**src/rtl/branch_unit_if.sv**
```systemverilog
// Decode/fetch-facing signal bundle of the branch unit.
// slave: the branch unit itself; master: the decode/fetch side driving it.
interface branch_unit_if #(
    parameter int PC_W   = 10,
    parameter int LUT_AW = 4,
    parameter int CNT_W  = 8
);
    // Decode side
    logic              Hold;
    logic              BrValid;
    logic [2:0]        BrOp;
    logic [LUT_AW-1:0] LutIdx;
    logic              ZeroFlag;
    logic              NegFlag;
    logic [PC_W-1:0]   ProgCtr;

    // LUT programming port
    logic              LutWe;
    logic [LUT_AW-1:0] LutWAddr;
    logic [PC_W-1:0]   LutWData;

    // Fetch redirect
    logic              Jump;
    logic              BranchAbsOrRel;
    logic [PC_W-1:0]   Target;

    // Status
    logic              RasFull;
    logic              RasEmpty;
    logic              Fault;
    logic [CNT_W-1:0]  TakenCnt;

    modport master (
        output Hold, BrValid, BrOp, LutIdx, ZeroFlag, NegFlag, ProgCtr,
        output LutWe, LutWAddr, LutWData,
        input  Jump, BranchAbsOrRel, Target,
        input  RasFull, RasEmpty, Fault, TakenCnt
    );

    modport slave (
        input  Hold, BrValid, BrOp, LutIdx, ZeroFlag, NegFlag, ProgCtr,
        input  LutWe, LutWAddr, LutWData,
        output Jump, BranchAbsOrRel, Target,
        output RasFull, RasEmpty, Fault, TakenCnt
    );
endinterface

```
**src/rtl/branch_unit.sv**
```systemverilog
// Control-flow resolution between decode and fetch: branch-target LUT,
// return-address stack, sticky fault flag and saturating taken counter.
// Redirect outputs are combinational (zero latency); state commits on the
// same posedge at which fetch samples the redirect.
module branch_unit #(
    parameter int PC_W      = 10,
    parameter int LUT_AW    = 4,
    parameter int RAS_DEPTH = 4,
    parameter int CNT_W     = 8
) (
    input logic          Clk,
    input logic          Reset,
    branch_unit_if.slave bus
);

    localparam int SP_W = $clog2(RAS_DEPTH + 1);
    localparam int RA_W = (RAS_DEPTH > 1) ? $clog2(RAS_DEPTH) : 1;

    typedef enum logic [2:0] {
        OP_JMP  = 3'b000,
        OP_BZ   = 3'b001,
        OP_BNZ  = 3'b010,
        OP_CALL = 3'b011,
        OP_RET  = 3'b100,
        OP_BN   = 3'b101,
        OP_IL6  = 3'b110,
        OP_IL7  = 3'b111
    } br_op_e;

    logic [PC_W-1:0]  lut [2**LUT_AW];
    logic [PC_W-1:0]  ras [RAS_DEPTH];
    logic [SP_W-1:0]  sp;
    logic             fault_q;
    logic [CNT_W-1:0] cnt_q;

    br_op_e           op;
    logic             act;
    logic             ras_full;
    logic             ras_empty;
    logic [RA_W-1:0]  push_idx;
    logic [RA_W-1:0]  top_idx;
    logic [PC_W-1:0]  lut_rd;
    logic [PC_W-1:0]  ras_top;
    logic [PC_W-1:0]  ret_addr;

    logic             jump;
    logic             rel;
    logic [PC_W-1:0]  tgt;
    logic             push;
    logic             pop;
    logic             fault_set;

    assign op        = br_op_e'(bus.BrOp);
    assign act       = bus.BrValid & ~bus.Hold & ~Reset;
    assign ras_full  = (sp == SP_W'(RAS_DEPTH));
    assign ras_empty = (sp == '0);
    assign push_idx  = RA_W'(sp);
    assign top_idx   = RA_W'(sp - 1'b1);
    assign lut_rd    = lut[bus.LutIdx];
    assign ras_top   = ras[top_idx];
    assign ret_addr  = bus.ProgCtr + 1'b1;

    // Decode the op into redirect outputs and the state updates it commits
    always_comb begin
        jump      = 1'b0;
        rel       = 1'b0;
        tgt       = '0;
        push      = 1'b0;
        pop       = 1'b0;
        fault_set = 1'b0;
        if (act) begin
            case (op)
                OP_JMP: begin
                    jump = 1'b1;
                    tgt  = lut_rd;
                end
                OP_BZ: begin
                    if (bus.ZeroFlag) begin
                        jump = 1'b1;
                        rel  = 1'b1;
                        tgt  = lut_rd;
                    end
                end
                OP_BNZ: begin
                    if (!bus.ZeroFlag) begin
                        jump = 1'b1;
                        rel  = 1'b1;
                        tgt  = lut_rd;
                    end
                end
                OP_BN: begin
                    if (bus.NegFlag) begin
                        jump = 1'b1;
                        rel  = 1'b1;
                        tgt  = lut_rd;
                    end
                end
                OP_CALL: begin
                    if (ras_full) begin
                        fault_set = 1'b1;
                    end else begin
                        jump = 1'b1;
                        tgt  = lut_rd;
                        push = 1'b1;
                    end
                end
                OP_RET: begin
                    if (ras_empty) begin
                        fault_set = 1'b1;
                    end else begin
                        jump = 1'b1;
                        tgt  = ras_top;
                        pop  = 1'b1;
                    end
                end
                default: begin
                    fault_set = 1'b1;
                end
            endcase
        end
    end

    assign bus.Jump           = jump;
    assign bus.BranchAbsOrRel = rel;
    assign bus.Target         = tgt;
    // Status is forced to the post-reset view while Reset is held
    assign bus.RasEmpty       = Reset | ras_empty;
    assign bus.RasFull        = ~Reset & ras_full;
    assign bus.Fault          = fault_q;
    assign bus.TakenCnt       = cnt_q;

    // Target LUT: cleared by reset, otherwise written from the programming port
    always_ff @(posedge Clk) begin
        if (Reset) begin
            lut <= '{default: '0};
        end else if (bus.LutWe) begin
            lut[bus.LutWAddr] <= bus.LutWData;
        end
    end

    // Return-address stack entries and pointer
    always_ff @(posedge Clk) begin
        if (Reset) begin
            ras <= '{default: '0};
            sp  <= '0;
        end else if (push) begin
            ras[push_idx] <= ret_addr;
            sp            <= sp + 1'b1;
        end else if (pop) begin
            sp <= sp - 1'b1;
        end
    end

    // Sticky fault flag and saturating taken-redirect counter
    always_ff @(posedge Clk) begin
        if (Reset) begin
            fault_q <= 1'b0;
            cnt_q   <= '0;
        end else begin
            if (fault_set) begin
                fault_q <= 1'b1;
            end
            if (jump && (cnt_q != '1)) begin
                cnt_q <= cnt_q + 1'b1;
            end
        end
    end

endmodule

```
**src/flat_wrapper.sv**
```systemverilog
// flat-port wrapper written by rule: the top's interface ports become plain ports
module branch_unit_flat 
#(
    parameter int PC_W      = 10,
    parameter int LUT_AW    = 4,
    parameter int RAS_DEPTH = 4,
    parameter int CNT_W     = 8
)
  (Clk, Reset, bus_Hold, bus_BrValid, bus_BrOp, bus_LutIdx, bus_ZeroFlag, bus_NegFlag, bus_ProgCtr, bus_LutWe, bus_LutWAddr, bus_LutWData, bus_Jump, bus_BranchAbsOrRel, bus_Target, bus_RasFull, bus_RasEmpty, bus_Fault, bus_TakenCnt);
  branch_unit_if #(.PC_W(PC_W), .LUT_AW(LUT_AW), .CNT_W(CNT_W)) bus_i ();
  input logic Clk;
  input logic Reset;
  input wire logic [$bits(bus_i.Hold)-1:0] bus_Hold;
  input wire logic [$bits(bus_i.BrValid)-1:0] bus_BrValid;
  input wire logic [$bits(bus_i.BrOp)-1:0] bus_BrOp;
  input wire logic [$bits(bus_i.LutIdx)-1:0] bus_LutIdx;
  input wire logic [$bits(bus_i.ZeroFlag)-1:0] bus_ZeroFlag;
  input wire logic [$bits(bus_i.NegFlag)-1:0] bus_NegFlag;
  input wire logic [$bits(bus_i.ProgCtr)-1:0] bus_ProgCtr;
  input wire logic [$bits(bus_i.LutWe)-1:0] bus_LutWe;
  input wire logic [$bits(bus_i.LutWAddr)-1:0] bus_LutWAddr;
  input wire logic [$bits(bus_i.LutWData)-1:0] bus_LutWData;
  output wire logic [$bits(bus_i.Jump)-1:0] bus_Jump;
  output wire logic [$bits(bus_i.BranchAbsOrRel)-1:0] bus_BranchAbsOrRel;
  output wire logic [$bits(bus_i.Target)-1:0] bus_Target;
  output wire logic [$bits(bus_i.RasFull)-1:0] bus_RasFull;
  output wire logic [$bits(bus_i.RasEmpty)-1:0] bus_RasEmpty;
  output wire logic [$bits(bus_i.Fault)-1:0] bus_Fault;
  output wire logic [$bits(bus_i.TakenCnt)-1:0] bus_TakenCnt;
  assign bus_i.Hold = bus_Hold;
  assign bus_i.BrValid = bus_BrValid;
  assign bus_i.BrOp = bus_BrOp;
  assign bus_i.LutIdx = bus_LutIdx;
  assign bus_i.ZeroFlag = bus_ZeroFlag;
  assign bus_i.NegFlag = bus_NegFlag;
  assign bus_i.ProgCtr = bus_ProgCtr;
  assign bus_i.LutWe = bus_LutWe;
  assign bus_i.LutWAddr = bus_LutWAddr;
  assign bus_i.LutWData = bus_LutWData;
  assign bus_Jump = bus_i.Jump;
  assign bus_BranchAbsOrRel = bus_i.BranchAbsOrRel;
  assign bus_Target = bus_i.Target;
  assign bus_RasFull = bus_i.RasFull;
  assign bus_RasEmpty = bus_i.RasEmpty;
  assign bus_Fault = bus_i.Fault;
  assign bus_TakenCnt = bus_i.TakenCnt;
  branch_unit #(.PC_W(PC_W), .LUT_AW(LUT_AW), .RAS_DEPTH(RAS_DEPTH), .CNT_W(CNT_W)) u_core (.Clk(Clk), .Reset(Reset), .bus(bus_i));
endmodule
```
**config.mk**
```make
export PLATFORM = sky130hd
export DESIGN_NAME = branch_unit_flat
export DESIGN_NICKNAME = d
export VERILOG_FILES = /design/src/rtl/branch_unit_if.sv /design/src/rtl/branch_unit.sv /design/src/flat_wrapper.sv
export SDC_FILE = /design/constraint.sdc
export NUM_CORES = 1
export LEC_CHECK = 0
export BUFFER_PORTS_ARGS = -buffer_cell sky130_fd_sc_hd__buf_2
export CAP_MARGIN = 20
export CORE_ASPECT_RATIO = 0.5
export CORE_UTILIZATION = 55
export CTS_CLUSTER_DIAMETER = 200
export DETAILED_ROUTE_END_ITERATION = 8
export PLACE_DENSITY = 0.76
export REMOVE_ABC_BUFFERS = 1
export SLEW_MARGIN = 20
export SYNTH_ARGS = -nofsm -noshare
export SYNTH_HDL_FRONTEND = slang
export SYNTH_SLANG_ARGS = --single-unit
```
**constraint.sdc**
```tcl
create_clock -name Clk -period 2.3 [get_ports Clk]
set_clock_uncertainty 0.15 [all_clocks]
set_input_delay 0.46 -clock Clk [delete_from_list [all_inputs] [get_ports Clk]]
set_output_delay 0.46 -clock Clk [all_outputs]
set_load 0.02 [all_outputs]
```
==> metrics.md, run 1 <==
| Metric | Value |
|---|---|
| Outcome | complete, but fails checks |
| Failing checks | setup timing |
| Yosys top cell by area | dfxtp_1 |
| Mux cell area share after synthesis | 28.1% |
| Overflow after GRT | 0 |
| CTS Hold Bufs | 0 |
| CTS tree | built |
| Ant diodes | 0 |
| Xor and xnor area share after synthesis | 0.915% |
| Total CTS buffers | 19 |
| Final WL | around 24 mm |
| Mapped Area | between 9000 and 10,000 µm² |
| Slowest library cell on the worst path | mux4_2 |
| CP startpoint | bus_LutIdx[1] |
| Period utilization | 116% |
| Tightest Hold Check Type | in -> reg |
| Syn-to-layout area delta | 18.8% |
| Post-route minimum period | 2.66 ns |
| Post-synthesis cell type count | 48 |
| Synth Area in Compound Gates | 7.49% |
| Worst slack, placed | -0.450 ns |
| Endpoints failing setup | 11 |
| Top cell type's share of synthesized area | roughly 44% |
| CP arrival | 2.05 ns |
| DRC errors left | 0 |
| Initial drt markers | 636 |
| Worst R2R Start | u_core.sp[1]$_SDFFE_PP0P_ |
| Initial antenna violation count | 0 |
| Rows | 33 |
| Clock sinks | 212 |
| ANT nets after route | 0 |
| Clock tree buffer depth | 3 |
| GPL Wtd Cong | 0.837 |
| Dpl cell area | 10,400 µm² |
| # fillers | approximately 1,200 |
| Main synth FF type | dfxtp_1 |
| H-tree Lvls | 1 |
| Mapped Avg Cell Area | 10.2 µm² |
| WS Path Type | in -> out |
| Die area | 18,000 µm² |
| Reg area | ~4300 µm² |
| Largest net degree at the start of global routing | 175 |
| Finished Cell Area | 11,400 µm² |
| CP endpoint kind | primary output |
| IO Port Bufs | 60 |
| Fin. Hold Viols | 0 |
| Die width | 189 µm |
| Share of layout cells above drive strength 1 | between 20% and 30% |
| Vias per Instance | around 6 |
| Peak Freq | roughly 0.38 GHz |
| # Max-Cap Violations | 0 |
| Synthesis Warnings | 0 |
| Synth Area in Simple Gates | 14.3% |
| Clk root buf | clkbuf_16 |
| Most frequent cells in the layout | nor2_1 (207), dfxtp_1 (206), mux2i_1 (154), buf_4 (55), mux4_2 (50) |
| Post-synth ARST share | 0% |
| Worst-path maximum fanout | 6 |
| Global-route wire length before repair | 37.9 mm |
| Vias | 7,439 |
| Combinational share of power | around 7.4% |
| Skew-Pair Late Insertion Delay | 0.48 ns |
| Startpoint types | input port |
| Synth Area in Adders | 0.915% |
| Max-slew headroom | 45.3% |
| Clock transition time at the flip-flop clock pins of the worst setup and hold paths | 0.06 ns |
| Synthesized instance count | 938 |
| Sw Ratio | 22.7% |
| Initial core utilization | 57.4% |
| Worst path cell trace | buf_2 -> mux4_2 -> a22o_1 -> nor2_1 -> buf_4 -> o22ai_2 -> buf_6 |
| Die H | 95.3 µm |
| Data required, critical path | 1.69 ns |
| Nets | 1,065 |
| Net Switching | 1.69 mW |
| All-Layer GR Usage | 27.1% |
| Unrepaired setup endpoints after global routing | true |
| Delay of the slowest critical-path stage | 0.56 ns |
| Detail Placement HPWL | roughly 15 mm |
| Least-Margin Pin Slew | about 0.82 ns |
| Internal | around 5.8 mW |
| Min-delay src | bus_ProgCtr[0] |
| Largest family of logic cells by synthesized area | multiplexers |
| Clk pwr share | 42.5% |
| Seq/Total Area, Yosys | 44.3% |
| Top-level I/O count | 61 |
| Flop pwr share | ~50% |
| Lkg Pwr | 4.37 nW |
| Number of global-route vias before repair | 7,170 |
| Peak VDD IR | ~0.00043 V |
| DRT Pass-1 Iters | 5 |
| Area contributors post-synth | dfxtp_1 (44%), mux2i_1 (16%), mux4_2 (12%), nor2_1 (8.3%), a211oi_1 (2.9%) |
| Setup ws final | -0.357 ns |
| #FFs+latches synth | 212 |
| WL/cell | ~19 µm |
| Multi-input gate area | 5110 µm² |
| Most common cell after layout, fill and taps aside | nor2_1 |
| EDFF count, synth | 0 |
| Cell Pwr Density | 655 nW/µm² |
| Slew Viols, Final | 0 |
| Core ar. | 16,700 µm² |
==> metal layers <==
| metal | part of all wire, % | vias up | track usage [%] |
|---|---|---|---|
| met5 | 0 | - | 0 |
| met4 | 2.3 | 0 | 8.80 |
| met3 | 5.4 | 49 | 4.34 |
| met2 | 49 | 239 | 47.9 |
| met1 | 43 | 3676 | 34.4 |
| li1 | - | 3475 | - |
==> flip-flops by register name (all words and copies together), names as in the netlist <==
name,flops
u_core.bus.TakenCnt,8
u_core.lut,160
u_core.ras,40
u_core.sp,3
u_core.bus.Fault,1
==> worst max-delay path: cells and delay by family <==
family	cells	cell delay (ns)
buf+inv	3	0.57
mux	1	0.56
compound gates	2	0.33
simple gates	1	0.13
==> path summary, 6_finish.rpt <==
check / to / slack (ns) / cells after the start
worst max register to register: u_core.bus.TakenCnt[7]$_SDFFE_PP0P_ / 0.11 / 9
worst min-delay path: u_core.ras[20]$_SDFFE_PP0P_ / 0.15 / 2
worst max-delay path: bus_Target[9] / -0.36 / 7
worst min register to register: u_core.lut[30]$_SDFFE_PP0P_ / 0.31 / 2
==> through the flow <==
| stage | hold slack [ns] | utilization [%] | TNS, ns | cells | total power [mW] |
|---|---|---|---|---|---|
| 2_1_floorplan | 0.277 | - | -15.77 | 868 | 4.02 |
| 3_3_place_gp | 0.290 | 62.2 | -3.77 | 1215 | 4.31 |
| 3_5_place_dp | 0.298 | 62.2 | -4.01 | 1215 | 4.32 |
| 4_1_cts | 0.127 | 67.9 | -3.03 | 1255 | 7.48 |
| 5_1_grt | 0.142 | 68.2 | -3.66 | 1256 | 7.68 |
| 6_report | 0.146 | 68.2 | -3.04 | 1256 | 7.45 |
==> cell families (layout without fill, tap and decap cells) <==
kind of cell,count (synthesis),count (layout)
adders and majority gates,7,7
and+or+nand+nor,315,315
xor gates and xnor gates,10,10
DFF,212,212
buffers and inverters,87,178
muxes,206,206
AOI/OAI and AO/OA,101,101
==> what timing repair did <==
item | 4_1_cts | 5_1_grt
setup endpoints to repair | 12 | 12
setup buffers | 7 | 1
cloned | 3 | 0
gates resized for setup | 65 | 14
pin swaps | 9 | 1
==> cell type report <==
cell class,instances,area share [%]
Inverter,17,0.561
Timing Repair Buffer,131,9.31
Clock inverter,5,0.682
Clock buffer,25,4.64
Multi-Input combinational cell,639,44.9
Sequential cell,212,37.4
Tap cell,227,2.50
==> power groups by stage <==
stage               Combinational [mW]  Clock (mW)  Sequential, mW
finish                           0.553        3.17            3.73
global route                     0.590        3.35            3.73
CTS                              0.545        3.20            3.73
detailed placement               0.507           0            3.81
global placement                 0.494           0            3.81
floorplan                        0.212           0            3.81
==> synth_stat cells (all sizes together) (2+ instances only) <==
cell type and count:
xor2 4, clkbuf 45, mux4 50, and3 11, mux2 2, nand2b 7, nand3 13, o21a 2
or4 2, a22o 15, o22ai 10, or3 3, o31a 2, dfxtp 212, nor3 3, nor2b 11
nor2 220, nor3b 2, buf 25, nand2 32, xnor2 6, mux2i 154, a211oi 37, nand3b 2
o31ai 4, ha 7, nor4 2, a21oi 16, a22oi 4, o21ai 7, inv 17
No activity file was read; power rests on OpenSTA's default activity.
==> inputs of run 2 (changes only) <==
--- a/config.mk
+++ b/config.mk
@@ -8,10 +8,11 @@
 export BUFFER_PORTS_ARGS = -buffer_cell sky130_fd_sc_hd__buf_2
 export CAP_MARGIN = 20
 export CORE_ASPECT_RATIO = 0.5
-export CORE_UTILIZATION = 55
+export CORE_UTILIZATION = 50
 export CTS_CLUSTER_DIAMETER = 200
 export DETAILED_ROUTE_END_ITERATION = 8
-export PLACE_DENSITY = 0.76
+export PLACE_DENSITY = 0.7
+export RECOVER_POWER = 25
 export REMOVE_ABC_BUFFERS = 1
 export SLEW_MARGIN = 20
 export SYNTH_ARGS = -nofsm -noshare
==> metrics.md, run 2 (synthesis gave the netlist of run 1 again) <==
| Metric | Value |
|---|---|
| Outcome | complete, but fails checks (unchanged) |
| Failing checks | setup timing (unchanged) |
| Initial core utilization | 51.6% (was 57.4%) |
| Unrepaired setup endpoints after global routing | true (unchanged) |
| Most frequent cells in the layout | nor2_1 (211), dfxtp_1 (203), mux2i_1 (154), buf_4 (62), mux4_2 (50) (was nor2_1 (207), dfxtp_1 (206), mux2i_1 (154), buf_4 (55), mux4_2 (50)) |
| Period utilization | 115% (was 116%) |
| Initial antenna violation count | 0 (unchanged) |
| Startpoint types | register (was input port) |
| CP arrival | 2.03 ns (was 2.05 ns) |
| Post-route minimum period | 2.64 ns (was 2.66 ns) |
| WL/cell | 18.5 µm (was 19.3 µm) |
| Family with the most delay on the worst path | multiplexers (was buffers and inverters) |
| Lkg Pwr | 4.46 nW (was 4.37 nW) |
| Clock sinks | 212 (unchanged) |
| Min Hold Slack | 0.131 ns (was 0.146 ns) |
| Finished Cell Area | 11,600 µm² (was 11,400 µm²) |
| Slew Viols, Final | 0 (unchanged) |
| Delay of the slowest critical-path stage | 0.48 ns (was 0.56 ns) |
| Cell Pwr Density | 653 nW/µm² (was 655 nW/µm²) |
| Clk root buf | clkbuf_16 (unchanged) |
| Largest register FFs | 160 (unchanged) |
| CTS tree | built (unchanged) |
| Detail Placement HPWL | 15.5 mm (about the same) |
| Least-Margin Pin Slew | 1.06 ns (was 0.820 ns) |
| Ant diodes | 0 (unchanged) |
| GR Util met3 | 4.13% (was 4.34%) |
| Skew-Pair Late Insertion Delay | 0.49 ns (was 0.48 ns) |
| Finished Core Util | 62.7% (was 68.2%) |
| # Max-Cap Violations | 0 (unchanged) |
| Most common cell after layout, fill and taps aside | nor2_1 (unchanged) |
| Die area | 19,700 µm² (was 18,000 µm²) |
| Final WL | 24.1 mm (was 24.2 mm) |
| Fin. Hold Viols | 0 (unchanged) |
| Endpoints failing setup | 11 (unchanged) |
| Nets | 1,080 (was 1,065) |
| Slowest library cell on the worst path | mux4_2 (unchanged) |
| Setup tns final | -2.93 ns (was -3.04 ns) |
| Largest net degree at the start of global routing | 139 (was 175) |
| M2 GR Usage | 41.0% (was 47.9%) |
| Data required, critical path | 1.69 ns (about the same) |
| Busiest grt layer | met2 (unchanged) |
| Total power | 7.61 mW (was 7.45 mW) |
| Worst path cell trace | mux4_2 -> a22o_4 -> nor2_4 -> o22ai_4 -> buf_6 (was buf_2 -> mux4_2 -> a22o_1 -> nor2_1 -> buf_4 -> o22ai_2 -> buf_6) |
| DRT Pass-1 Iters | 5 (unchanged) |
| DRC errors left | 0 (unchanged) |
| Clock tree buffer depth | 3 (unchanged) |
| Peak VDD IR | 0.000390 V (was 0.000434 V) |
| Non-Filler Instances | 1,305 (was 1,256) |
| GRT met1 Usage | 34.4% (about the same) |
| H-tree Lvls | 1 (unchanged) |
| Syn-to-layout area delta | 21.5% (was 18.8%) |
| Initial drt markers | 448 (was 636) |
| Setup ws final | -0.342 ns (was -0.357 ns) |
| Global-route wire length before repair | 38.2 mm (was 37.9 mm) |
| Top-level I/O count | 61 (unchanged) |
| Share of layout cells above drive strength 1 | 25.4% (was 24.5%) |
| Peak Freq | 0.379 GHz (was 0.376 GHz) |
| Vias | 7,344 (was 7,439) |
| CP endpoint kind | primary output (unchanged) |
| Dpl cell area | 10,500 µm² (was 10,400 µm²) |
| IO Port Bufs | 60 (unchanged) |
| Vias per Instance | 5.63 (was 5.92) |
| Crit path buffers/inverters | 1 (was 3) |
| GPL Wtd Cong | 0.819 (was 0.837) |
| Max-slew headroom | 29.4% (was 45.3%) |
| Die width | 198 µm (was 189 µm) |
| Clock transition time at the flip-flop clock pins of the worst setup and hold paths | 0.06 ns (about the same) |
| ANT nets after route | 0 (unchanged) |
| All-Layer GR Usage | 24.8% (was 27.1%) |
| Placed cell count | 1,260 (was 1,215) |
| Core ar. | 18,600 µm² (was 16,700 µm²) |
| Tightest Hold Check Type | in -> reg (unchanged) |
| Number of global-route vias before repair | 7,136 (was 7,170) |
| Rows | 35 (was 33) |
| CTS Hold Bufs | 0 (unchanged) |
| Worst slack, placed | -0.631 ns (was -0.450 ns) |
| Total CTS buffers | 20 (was 19) |
| Die H | 99.9 µm (was 95.3 µm) |
| Worst-path maximum fanout | 2 (was 6) |
| Overflow after GRT | 0 (unchanged) |
| Reg with most FFs | u_core.lut (unchanged) |
| WS Path Type | reg -> out (was in -> out) |
==> run 2: cell count changes in the layout (fill, tap and decap cells not counted), moves of 4 or more <==
cell / delta
nor2_2: -4
clkbuf_1: +5
nor2_1: +4
buf_4: +7
o22ai_4: +4
buf_12: +4
==> run 2: final timing paths <==
check / depth (start not counted) / end / slack (ns) / start
setup / recovery: 5 / bus_Target[7] / -0.34 / u_core.lut[47]$_SDFFE_PP0P_
hold reg to reg: 2 / u_core.lut[35]$_SDFFE_PP0P_ / 0.31 / u_core.lut[35]$_SDFFE_PP0P_
setup reg to reg: 9 / u_core.bus.TakenCnt[7]$_SDFFE_PP0P_ / 0.12 / u_core.sp[0]$_SDFFE_PP0P_
hold / removal: 2 / u_core.ras[0]$_SDFFE_PP0P_ / 0.13 / bus_ProgCtr[0]
==> run 2: cell type report <==
class / instances / area (µm²)
Inverter: 17 / 63.8
Multi-Input combinational cell: 639 / 5150
Tap cell: 259 / 324
Timing Repair Buffer: 145 / 1190
Clock inverter: 5 / 57.6
Clock buffer: 28 / 592
Fill cell: 1511 / 6930
Sequential cell: 212 / 4260
==> run 2: power breakdown <==
part | internal, mW | switching (mW)
Sequential | 3.71 | 0.0211
Clock | 1.91 | 1.40
Combinational | 0.228 | 0.338
Total | 5.85 | 1.76
==> run 2: routing by layer <==
metal | vias to the layer above | part of all wire (%)
met5 | - | 0
met4 | 0 | 1.8
met3 | 31 | 3.9
met2 | 147 | 46
met1 | 3647 | 48
li1 | 3519 | -
==> run 2: timing repair <==
item                       4_1_cts  5_1_grt
pin swaps                       29       10
setup endpoints to repair       12       12
gates resized for setup         74       14
cloned                           3        0
hold endpoints to repair         0        0
buffers inserted                10        2
